`src/rtl/mac_seq_ctrl_pkg.sv`:
```
// Shared MAC widths, mode encodings, sequencer state encoding and the MAC config payload.
package mac_seq_ctrl_pkg;

  localparam int unsigned MAC_MIN_WIDTH  = 8;
  localparam int unsigned MAC_ACC_WIDTH  = 32;
  localparam int unsigned MAC_CONF_WIDTH = 3;
  localparam int unsigned MAC_LEN_WIDTH  = 8;

  localparam logic [1:0] MAC_SINGLE = 2'b00;
  localparam logic [1:0] MAC_DUAL   = 2'b01;
  localparam logic [1:0] MAC_QUAD   = 2'b10;

  typedef enum logic [2:0] {
    MAC_SEQ_IDLE  = 3'd0,
    MAC_SEQ_LOAD  = 3'd1,
    MAC_SEQ_RUN   = 3'd2,
    MAC_SEQ_DRAIN = 3'd3,
    MAC_SEQ_DONE  = 3'd4
  } mac_seq_state_e;

  // Layout matches the MAC cfg port: {init, accumulate select, mode}.
  typedef struct packed {
    logic [MAC_ACC_WIDTH-1:0] init;
    logic                     acc;
    logic [1:0]               mode;
  } mac_cfg_t;

endpackage

```
`src/rtl/mac_seq_cnt.sv`:
```
// Beat counter: clears on job accept, counts accepted beats, flags the final beat.
module mac_seq_cnt
  import mac_seq_ctrl_pkg::*;
#(
  parameter int unsigned W = MAC_LEN_WIDTH
) (
  input  logic         clk,
  input  logic         rst,
  input  logic         clr,
  input  logic         inc,
  input  logic [W-1:0] len,
  output logic [W-1:0] cnt,
  output logic         last_c
);

  always_ff @(posedge clk) begin
    if (!rst) begin
      cnt <= '0;
    end else if (clr) begin
      cnt <= '0;
    end else if (inc) begin
      cnt <= cnt + W'(1);
    end
  end

  // Only meaningful for len >= 1; zero-length jobs never enter RUN.
  assign last_c = (cnt == (len - W'(1)));

endmodule

```
`src/rtl/mac_seq_ctrl.sv`:
```
// Job sequencer for an external mac_block: command in, len operand beats streamed, one result out.
module mac_seq_ctrl
  import mac_seq_ctrl_pkg::*;
(
  input  logic                                    clk,
  input  logic                                    rst,
  input  logic                                    cmd_valid,
  output logic                                    cmd_ready,
  input  logic [1:0]                              cmd_mode,
  input  logic                                    cmd_acc,
  input  logic [MAC_ACC_WIDTH-1:0]                cmd_init,
  input  logic [MAC_LEN_WIDTH-1:0]                cmd_len,
  input  logic                                    abort,
  input  logic                                    op_valid,
  output logic                                    op_ready,
  input  logic [MAC_MIN_WIDTH-1:0]                op_a,
  input  logic [MAC_MIN_WIDTH-1:0]                op_b,
  input  logic [MAC_MIN_WIDTH-1:0]                op_dual,
  input  logic [MAC_MIN_WIDTH-1:0]                op_q1,
  input  logic [MAC_MIN_WIDTH-1:0]                op_q2,
  output logic                                    res_valid,
  input  logic                                    res_ready,
  output logic [MAC_ACC_WIDTH-1:0]                res_data,
  output logic [MAC_LEN_WIDTH-1:0]                res_beats,
  output logic                                    busy,
  output logic                                    mac_clr,
  output logic                                    mac_en,
  output logic [MAC_ACC_WIDTH+MAC_CONF_WIDTH-1:0] mac_cfg,
  output logic [MAC_MIN_WIDTH-1:0]                mac_a,
  output logic [MAC_MIN_WIDTH-1:0]                mac_b,
  output logic [MAC_MIN_WIDTH-1:0]                mac_dual,
  output logic [MAC_MIN_WIDTH-1:0]                mac_q1,
  output logic [MAC_MIN_WIDTH-1:0]                mac_q2,
  input  logic [MAC_ACC_WIDTH-1:0]                mac_c
);

  mac_seq_state_e             state;
  mac_cfg_t                   job_cfg;
  logic [MAC_LEN_WIDTH-1:0]   job_len;
  logic [MAC_LEN_WIDTH-1:0]   beat_cnt;
  logic                       zero_len;
  logic                       cnt_last_c;
  logic                       cmd_fire;
  logic                       beat_fire;
  logic                       abort_hit;

  // Operands pass straight through; the MAC only samples them when mac_en is high.
  assign mac_a    = op_a;
  assign mac_b    = op_b;
  assign mac_dual = op_dual;
  assign mac_q1   = op_q1;
  assign mac_q2   = op_q2;

  assign mac_en    = op_valid & op_ready;
  assign cmd_fire  = cmd_valid & cmd_ready;
  assign abort_hit = abort & ((state == MAC_SEQ_LOAD) || (state == MAC_SEQ_RUN) ||
                              (state == MAC_SEQ_DRAIN));
  assign beat_fire = mac_en & ~abort;

  mac_seq_cnt #(
    .W (MAC_LEN_WIDTH)
  ) u_cnt (
    .clk    (clk),
    .rst    (rst),
    .clr    (cmd_fire),
    .inc    (beat_fire),
    .len    (job_len),
    .cnt    (beat_cnt),
    .last_c (cnt_last_c)
  );

  // State and all handshake/control outputs are registered together.
  always_ff @(posedge clk) begin
    if (!rst) begin
      state     <= MAC_SEQ_IDLE;
      cmd_ready <= 1'b0;
      op_ready  <= 1'b0;
      res_valid <= 1'b0;
      busy      <= 1'b0;
      mac_clr   <= 1'b0;
      mac_cfg   <= '0;
      res_data  <= '0;
      res_beats <= '0;
      job_cfg   <= '0;
      job_len   <= '0;
      zero_len  <= 1'b0;
    end else if (abort_hit) begin
      state     <= MAC_SEQ_IDLE;
      cmd_ready <= 1'b1;
      op_ready  <= 1'b0;
      busy      <= 1'b0;
      mac_clr   <= 1'b0;
      mac_cfg   <= '0;
      zero_len  <= 1'b0;
    end else begin
      unique case (state)
        MAC_SEQ_IDLE: begin
          cmd_ready <= 1'b1;
          if (cmd_fire) begin
            state     <= MAC_SEQ_LOAD;
            cmd_ready <= 1'b0;
            busy      <= 1'b1;
            mac_clr   <= 1'b1;
            job_cfg   <= {cmd_init, cmd_acc, cmd_mode};
            mac_cfg   <= {cmd_init, cmd_acc, cmd_mode};
            job_len   <= cmd_len;
            zero_len  <= 1'b0;
          end
        end
        MAC_SEQ_LOAD: begin
          mac_clr <= 1'b0;
          if (job_len == '0) begin
            state    <= MAC_SEQ_DRAIN;
            zero_len <= 1'b1;
          end else begin
            state    <= MAC_SEQ_RUN;
            op_ready <= 1'b1;
          end
        end
        MAC_SEQ_RUN: begin
          if (beat_fire && cnt_last_c) begin
            state    <= MAC_SEQ_DRAIN;
            op_ready <= 1'b0;
          end
        end
        MAC_SEQ_DRAIN: begin
          // mac_c already reflects the final beat thanks to the MAC output register.
          state     <= MAC_SEQ_DONE;
          res_data  <= zero_len ? job_cfg.init : mac_c;
          res_beats <= beat_cnt;
          res_valid <= 1'b1;
          mac_cfg   <= '0;
        end
        MAC_SEQ_DONE: begin
          if (res_ready) begin
            state     <= MAC_SEQ_IDLE;
            res_valid <= 1'b0;
            busy      <= 1'b0;
            cmd_ready <= 1'b1;
          end
        end
        default: begin
          state     <= MAC_SEQ_IDLE;
          cmd_ready <= 1'b0;
          op_ready  <= 1'b0;
          res_valid <= 1'b0;
          busy      <= 1'b0;
          mac_clr   <= 1'b0;
          mac_cfg   <= '0;
        end
      endcase
    end
  end

endmodule

```
`config.mk`:
```
export PLATFORM = sky130hd
export DESIGN_NAME = mac_seq_ctrl
export DESIGN_NICKNAME = d
export VERILOG_FILES = /design/src/rtl/mac_seq_ctrl_pkg.sv /design/src/rtl/mac_seq_cnt.sv /design/src/rtl/mac_seq_ctrl.sv
export SDC_FILE = /design/constraint.sdc
export NUM_CORES = 1
export LEC_CHECK = 0
export ABC_CLOCK_PERIOD_IN_PS = 2200
export BUFFER_PORTS_ARGS = -buffer_cell sky130_fd_sc_hd__buf_2
export CELL_PAD_IN_SITES_DETAIL_PLACEMENT = 1
export CELL_PAD_IN_SITES_GLOBAL_PLACEMENT = 2
export CORE_MARGIN = 5
export CORE_UTILIZATION = 26
export CTS_CLUSTER_DIAMETER = 40
export DETAILED_ROUTE_END_ITERATION = 7
export PLACE_DENSITY = 0.76
export SLEW_MARGIN = 25
export SYNTH_ARGS = -nofsm -noshare
export SYNTH_HDL_FRONTEND = slang
export SYNTH_HIERARCHICAL = 1
export SYNTH_SLANG_ARGS = --single-unit
```
`constraint.sdc`:
```
create_clock -name clk -period 2.2 [get_ports clk]
set_clock_uncertainty 0.2 [all_clocks]
set_input_delay 0.22 -clock clk [delete_from_list [all_inputs] [get_ports clk]]
set_output_delay 0.22 -clock clk [all_outputs]
set_load 0.1 [all_outputs]
```
==> run metrics, run 1 <==
status=finished, violations left; violated checks=negative setup slack; area of placed instances=7270 sq um; Post-Syn Nets=roughly 800; post-synthesis register bit count=132; DRT iter0 DRCs=218; Final Non-Filler Cells=1202; Final Max Tran Viols=0; CTS max path bufs=2; vias in the first global route=about 6100; register area share after synthesis=a little over 40%; area share of the largest cell type after synthesis=approximately 40%; top-count cell post-synth=dfxtp_1; worst min-delay path class=input pin to flop; Vert. Die Dim=around 170 um; CTS Sinks=132; power density cells=873 nW/um^2; YS warnings=6; Synth top cells by count=dfxtp_1, mux2i_1, nand2_1, o21ai_0, buf_4; Min-Delay Path Depth=3; Critical R2R Launch=job_len[3]; RSZ-0062 raised after global routing=true; initial antenna violation count=0; Site Rows=between 50 and 60; vias per cell=4.71; Synth area leader=dfxtp_1; Critical Path AT=2.31 ns; layout cells sized above 1=between 20% and 30%; Setup Total Neg Slack=-0.0446 ns; Final Critical Period=approximately 2.2 ns; GPL Wtd Cong=between 0.7 and 0.8; Initial Util=a little over a quarter; Worst Reg2Reg Path Length in Cells=7; kind of end point of the critical path=flop; Highest Clock Rate=446 MHz; crit-path max FO=3; DRC viols=0; Max VDD drop=about 430 uV; CP bufs+invs=0; detailed-route via count=between 5000 and 6000; DP Worst Slack=-0.205 ns; H-tree Lvls=4; dpl cells=between 1000 and 1500; design area=8820 sq um; dpl hpwl=14000 um; Nets=between 900 and 1000; clock root buffer=clkbuf_16; largest net degree at the start of global routing=around 40; Synth Instances=between 600 and 700; Ports=242; area delta synth->final=37.1%; fraction of registers with async set or reset after synthesis=0%; port buffer count=roughly 160; global-route wire length before repair=about 34000 um; Mean Syn Cell Area=around 9.5 sq um; Die X=between 150 and 200 um; Setup violations, final=1; critical path depth=7; EDFF count, synth=0; DRT antenna net count=0; total die area=28000 sq um; Reg clk slew, reported paths=roughly 0.060 ns; P_leak=approximately 0.0039 uW; Num CTS Buffers=17; number of inserted diodes=0; Remaining Overflow, GRT=0; Max stage delay on crit path=between 0.4 and 0.5 ns; crit start category=flop; Slew @ Worst Pin=approximately 0.54 ns; Routed WL per cell=around 18 um; CP top delay family=simple AND/OR/NAND/NOR gates; critical path class=flop to flop; crit path cell chain=or3_4 > or3_2 > nand4_1 > a2111oi_4 > and3b_1 > a221oi_2 > a2111oi_2; Rel. slew slack=between 60% and 70%; critical path data required time=~2.3 ns; total wire length=roughly 21000 um; slowest CP cell=or3_2; Final period util=102%; HP Start=abort; top cells by area, synth=dfxtp_1, mux2i_1, buf_4; Max Cap Viol=0; CTS tree=yes; CP startpoint=job_len[3]; Synth Flop Type=dfxtp_1; Initial DRT Pass Iterations=4; area of the core=~24000 sq um; Fin. Hold Viols=0; final worst slack=-0.0446 ns; Distinct cells, synth=slightly below 60; Tot GR Track Use=15.1%; FILL cells=roughly 2800; synthesized cell area=6440 sq um; Clk Latency, worst-skew pair=0.41 ns
kinds of logic after synthesis:
kind of cell / share of synthesized area, %
xor+xnor: 1.77
simple gates: 13.7
mux: 12.0
flops: 41.0
buf+inv: 11.4
fa+ha+maj: 0.389
compound gates: 19.7
flip-flops by register name, indices dropped and copies added (netlist names), 3 cells and up:
signal and cells:
mac_cfg 35, res_data 32, state 3, job_len 8
u_cnt/cnt 8, job_cfg 32, res_beats 8
metal layers:
layer,track usage (%),vias up,share of wire [%]
met5,0,-,0
met4,4.48,0,1.9
met3,3.75,26,4.8
met2,25.4,129,48
met1,19.3,2763,46
li1,-,2749,-
worst reg2reg max path: cells and delay by family, from the launching register on:
family           cells  cell delay [ns]
flip-flops           1             0.32
AND/OR/NAND/NOR      4             1.23
AO/OA/AOI/OAI        3             0.36
final timing paths:
check | slack, ns | end
setup / recovery | -0.04 | state[0]
hold / removal | 0.12 | cmd_ready
setup reg to reg | -0.04 | state[0]
hold reg to reg | 0.28 | busy
placed cells by master, fill, tap and decap left out, types with 3 or more instances in the layout:
master,instances
buf_2,160
dfxtp_1,126
dlygate4sd3_1,78
mux2i_1,77
nand2_1,75
o21ai_0,44
nand3_1,41
o211ai_1,36
a21boi_0,33
o211a_1,32
buf_4,32
clkbuf_16,18
nor2b_1,11
a21boi_1,7
nor2_1,7
xnor2_1,6
a21oi_1,6
xor2_1,6
bufinv_16,5
dfxtp_2,4
buf_12,4
nand4_1,4
inv_1,3
nand3b_1,3
clkinv_4,3
per-stage QoR:
step | util (%) | total power [uW] | hold WS (ns)
after detailed placement | 29.9 | 4380 | 0.241
after floorplan | - | 4300 | 0.163
final | 36.3 | 7700 | 0.121
after CTS | 36.1 | 7800 | 0.0954
after global placement | 29.9 | 4370 | 0.241
after global routing | 36.3 | 8060 | 0.136
what timing repair did:
item,in CTS,in global routing
pin swaps,6,5
setup buffers,1,1
setup endpoints to repair,1,1
hold buffers,78,0
resized for setup,10,11
cloned,0,0
hold endpoints to repair,110,0
report_power, final:
group	total [uW]	internal, uW	switching, uW
combinational	1830	559	1280
sequential	2630	2530	101
clock	3230	2110	1130
total	7700	5200	2500
layout make-up:
cell class	instances	area (sq um)	share of cell area (%)
timing repair buffer	274	1900	21.6
inverter	6	25.0	0.284
multi-input combinational	435	3170	35.9
tap	324	405	4.59
clock inverter	12	201	2.28
clock buffer	19	464	5.26
sequential	132	2660	30.1
(Power assumes the default switching activity.)
==> run 2, diff against run 1 <==
Settings changed: CAP_MARGIN set to 20, RECOVER_POWER set to 25.
==> run 2 against run 1 <==
The run still ends with negative setup slack left. Power is essentially flat. Sequential share of layout area stayed put. Clock power is essentially flat. Worst hold slack worse by 0.0012 ns. Sequential cell count unchanged. Global-route usage unchanged. Combinational power hardly changed. Critical path depth stayed put. Critical endpoint unchanged. Largest cell class unchanged.
==> run metrics, run 2 (synthesis results as in run 1) <==
DRC viols=0 (unchanged); kind of end point of the critical path=flop (unchanged); Final period util=102% (about the same); critical path data required time=2.27 ns (about the same); CP bufs+invs=0 (unchanged); Final Max Tran Viols=0 (unchanged); Clk Latency, worst-skew pair=0.41 ns (about the same); GPL Wtd Cong=0.760 (unchanged); crit path cell chain=or3_4 > or3_2 > nand4_1 > a2111oi_4 > and3b_1 > a221oi_2 > a2111oi_2 (unchanged); critical path class=flop to flop (unchanged); crit-path max FO=3 (unchanged); max reg flops=35 (unchanged); final worst slack=-0.0499 ns (was -0.0446 ns); dpl hpwl=14000 um (unchanged); Num CTS Buffers=17 (unchanged); total wire length=21200 um (unchanged); Max stage delay on crit path=0.48 ns (about the same); status=finished, violations left (unchanged); Worst Reg2Reg Path Length in Cells=7 (unchanged); detailed-route via count=5644 (was 5667); layout cells sized above 1=29.7% (unchanged); DRT antenna net count=0 (unchanged); Slew @ Worst Pin=0.574 ns (was 0.539 ns); total die area=28000 sq um (unchanged); area of the core=24300 sq um (unchanged); Most flops, register=mac_cfg (unchanged); worst min-delay path class=input pin to flop (unchanged); CTS Sinks=132 (unchanged); CTS tree=yes (unchanged); largest net degree at the start of global routing=41 (unchanged); Final Critical Period=2.25 ns (was 2.24 ns); Total Power=7700 uW (about the same); Setup violations, final=1 (unchanged); final core utilization=36.3% (unchanged); H-tree Lvls=4 (unchanged); Multi-input gate area=3170 sq um (unchanged); slowest CP cell=or3_2 (unchanged); Rel. slew slack=61.9% (was 64.3%); Remaining Overflow, GRT=0 (unchanged); critical path depth=7 (unchanged); FILL cells=2786 (unchanged); Max Cap Viol=0 (unchanged); Highest Clock Rate=444 MHz (was 446 MHz); Site Rows=57 (unchanged); Setup Total Neg Slack=-0.0499 ns (was -0.0446 ns); power density cells=873 nW/um^2 (about the same); Initial Util=26.5% (unchanged); Routed WL per cell=17.7 um (unchanged); most frequent cells in the layout=buf_2, dfxtp_1, dlygate4sd3_1 (unchanged); Top Registers=mac_cfg (35), job_cfg (32), res_data (32) (unchanged); initial antenna violation count=0 (unchanged); Min-Delay Path Depth=3 (unchanged); Fin. Hold Viols=0 (unchanged); Critical Path AT=2.32 ns (was 2.31 ns); crit start category=flop (unchanged); violated checks=negative setup slack (unchanged); Reg clk slew, reported paths=0.06 ns (about the same); RSZ-0062 raised after global routing=true (unchanged); Die X=167 um (unchanged); Nets=989 (unchanged); Ports=242 (unchanged); Initial DRT Pass Iterations=4 (unchanged); Reg area=2660 sq um (unchanged); CTS max path bufs=2 (unchanged); area delta synth->final=37.1% (unchanged); CP top delay family=simple AND/OR/NAND/NOR gates (unchanged); P_leak=0.00385 uW (was 0.00387 uW); clock root buffer=clkbuf_16 (unchanged); port buffer count=161 (unchanged); global-route wire length before repair=34100 um (unchanged); Max VDD drop=433 uV (about the same); vias in the first global route=6082 (unchanged); number of inserted diodes=0 (unchanged); vias per cell=4.70 (was 4.71); Vert. Die Dim=167 um (unchanged); Tot GR Track Use=15.1% (unchanged); DRT iter0 DRCs=251 (was 218); most common cell after layout, fill and taps aside=buf_2 (unchanged)
## run 2: power breakdown
group	leakage, uW	internal [uW]	switching [uW]
Combinational	0.00245	559	1280
Clock	0.000320	2110	1130
Sequential	0.00107	2530	101
Total	0.00385	5200	2510
## run 2: final cells by class
class / instances / area share [%]
clock buffer: 19 / 5.26
clock inverter: 12 / 2.28
inverter: 6 / 0.284
multi-input combinational: 435 / 35.9
sequential: 132 / 30.1
tap: 324 / 4.59
timing repair buffer: 274 / 21.6
## run 2: per-stage QoR
stage | hold slack, ns | instances | cell area [sq um] | worst slack [ns]
final | 0.120 | 1202 | 8820 | -0.0499
after global routing | 0.136 | 1202 | 8820 | -0.104
after CTS | 0.0954 | 1201 | 8770 | -0.157
after detailed placement | 0.241 | 1091 | 7270 | -0.205
after global placement | 0.241 | 1091 | 7270 | -0.0325
after floorplan | 0.163 | 676 | 6450 | 0.0304
## run 2: path summary, 6_finish.rpt
path / from / to / slack, ns
hold reg to reg: busy / busy / 0.28
setup reg to reg: job_len[3] / state[0] / -0.05
setup / recovery: job_len[3] / state[0] / -0.05
hold / removal: abort / cmd_ready / 0.12
## run 2: repair_timing
action / in CTS / in global routing
setup buffers: 1 / 1
resized for setup: 10 / 11
pin swaps: 6 / 5
endpoints found under the hold margin: 110 / 0
hold buffers: 78 / 0
setup endpoints to repair: 1 / 1
cloned: 0 / 0
## run 2: worst reg2reg max path: cells and delay by family, from the launching register on
family	cells	cell delay, ns
flops	1	0.32
compound gates	3	0.36
simple gates	4	1.23
## run 2: layer usage
metal	track usage, %	part of all wire, %
met5	0	0
met4	4.48	1.9
met3	3.75	4.5
met2	25.4	47
met1	19.3	46
==> run 3, diff against run 2 <==
Settings changed: ABC_CLOCK_PERIOD_IN_PS 2200 to 2000, SLEW_MARGIN 25 to 40.
Clock period 2.2 ns to 2 ns, I/O delays scaled along.
==> run 3 against run 2 <==
The run still ends with negative setup slack left. Sequential share of layout area fell by 0.16 points. Utilization increased by 0.29 points. Global-route usage increased by 0.070 points. Clock power is essentially flat. Maximum frequency increased by 0.39%. Non-clock buffer count grew 17. Count of clock-buffer cells in the layout is 2 lower. Via count grew 1.5%. Cell count up 1.6%. Critical path depth rose by 1. Largest cell class unchanged. Largest power group unchanged.
==> run metrics, run 3 (synthesis results as in run 1) <==
max reg flops=35 (unchanged); Site Rows=57 (unchanged); Rel. slew slack=61.3% (was 61.9%); layout cells sized above 1=31.4% (was 29.7%); Total Power=8210 uW (was 7700 uW); Initial Util=26.5% (unchanged); critical path class=flop to flop (unchanged); most common cell after layout, fill and taps aside=buf_2 (unchanged); Top Registers=mac_cfg (35), job_cfg (32), res_data (32) (unchanged); Min Hold Slack=0.0319 ns (was 0.120 ns); Routed WL per cell=17.6 um (was 17.7 um); final core utilization=36.6% (was 36.3%); Setup violations, final=2 (was 1); worst min-delay path class=input pin to flop (unchanged); total wire length=21500 um (was 21200 um); kind of end point of the critical path=flop (unchanged); DRC viols=0 (unchanged); Final period util=112% (was 102%); area delta synth->final=38.2% (was 37.1%); FILL cells=2803 (was 2786); most frequent cells in the layout=buf_2, dfxtp_1, dlygate4sd3_1 (unchanged); Slew @ Worst Pin=0.583 ns (was 0.574 ns); crit-path max FO=3 (unchanged); DRT antenna net count=0 (unchanged); dpl cells=1106 (was 1091); global-route wire length before repair=34200 um (was 34100 um); clock root buffer=clkbuf_16 (unchanged); Max VDD drop=477 uV (was 433 uV); area of the core=24300 sq um (unchanged); Final Non-Filler Cells=1221 (was 1202); Tot GR Track Use=15.2% (was 15.1%); status=finished, violations left (unchanged); detailed-route via count=5727 (was 5644); Vert. Die Dim=167 um (unchanged); Nets=1006 (was 989); vias in the first global route=6209 (was 6082); final worst slack=-0.241 ns (was -0.0499 ns); CTS Sinks=132 (unchanged); Final Critical Period=2.24 ns (was 2.25 ns); largest net degree at the start of global routing=42 (was 41); CTS max path bufs=2 (unchanged); total die area=28000 sq um (unchanged); port buffer count=161 (unchanged); power density cells=923 nW/um^2 (was 873 nW/um^2); r2r setup slk=-0.24 ns (was -0.05 ns); dpl hpwl=14000 um (about the same); crit start category=flop (unchanged); Die X=167 um (unchanged); CTS tree=yes (unchanged); Highest Clock Rate=446 MHz (was 444 MHz); GPL Wtd Cong=0.769 (was 0.760); violated checks=negative setup slack (unchanged); Critical Path AT=2.31 ns (was 2.32 ns); RSZ-0062 raised after global routing=true (unchanged); Remaining Overflow, GRT=0 (unchanged); vias per cell=4.69 (was 4.70); initial antenna violation count=1 (was 0); Initial DRT Pass Iterations=4 (unchanged); H-tree Lvls=4 (unchanged); Multi-input gate area=3170 sq um (about the same); Final Max Tran Viols=0 (unchanged); Reg clk slew, reported paths=0.06 ns (about the same); Num CTS Buffers=17 (unchanged); Clk Latency, worst-skew pair=0.41 ns (about the same); Reg area=2660 sq um (about the same); critical path data required time=2.06 ns (was 2.27 ns); P_leak=0.00391 uW (was 0.00385 uW); Most flops, register=mac_cfg (unchanged); Max Cap Viol=0 (unchanged); DRT iter0 DRCs=181 (was 251); Fin. Hold Viols=0 (unchanged); Ports=242 (unchanged); DP Worst Slack=-0.319 ns (was -0.205 ns)
[run 3: metrics by stage]
step	setup TNS [ns]	instance area [sq um]
3_3_place_gp	-0.230	7410
3_5_place_dp	-0.399	7410
2_1_floorplan	-0.330	6480
6_report	-0.295	8900
5_1_grt	-0.490	8900
4_1_cts	-0.317	8870
[run 3: worst paths after layout]
check	start	to	cells after the start
setup / recovery	job_len[4]	state[0]	8
hold / removal	op_valid	op_ready	4
setup reg to reg	job_len[4]	state[0]	8
hold reg to reg	busy	busy	2
[run 3: area by class of cell]
cell class              instances  area share [%]
multi-input cells             435            35.7
flip-flops and latches        132            29.9
repair buffers                291            22.7
clock buffers                  17            4.78
well taps                     324            4.56
clock inverters                15            2.03
inverters                       6           0.309
diodes                          1          0.0281
[run 3: power by group]
group          switching [uW]  leakage, uW  internal (uW)
sequential                113      0.00107           2780
combinational            1420      0.00254            663
clock                    1260     0.000298           1970
[run 3: critical path, cell delays in order (launching register included)]
cell       delay (ns)
dfxtp_2          0.32
or3_4            0.39
buf_4            0.14
or3_4            0.35
nand4_1          0.13
a2111oi_4        0.08
and3b_1          0.20
a221oi_2         0.24
a2111oi_2        0.05
[run 3: routing by layer]
layer  GRT usage, %  routed length [um]  vias up
met5              0                   0        -
met2           25.4               10200      142
li1               -                   -     2796
met1           19.0                9910     2757
met4           5.29                 519        0
met3           3.84                 886       32
[run 3: timing repair]
item | 4_1_cts | 5_1_grt
pin swaps | 9 | 0
hold buffers | 77 | 0
gates cloned | 0 | 0
endpoints found under the setup margin | 2 | 3
resized for setup | 12 | 5
hold endpoints to repair | 111 | 0
setup buffers | 5 | 0
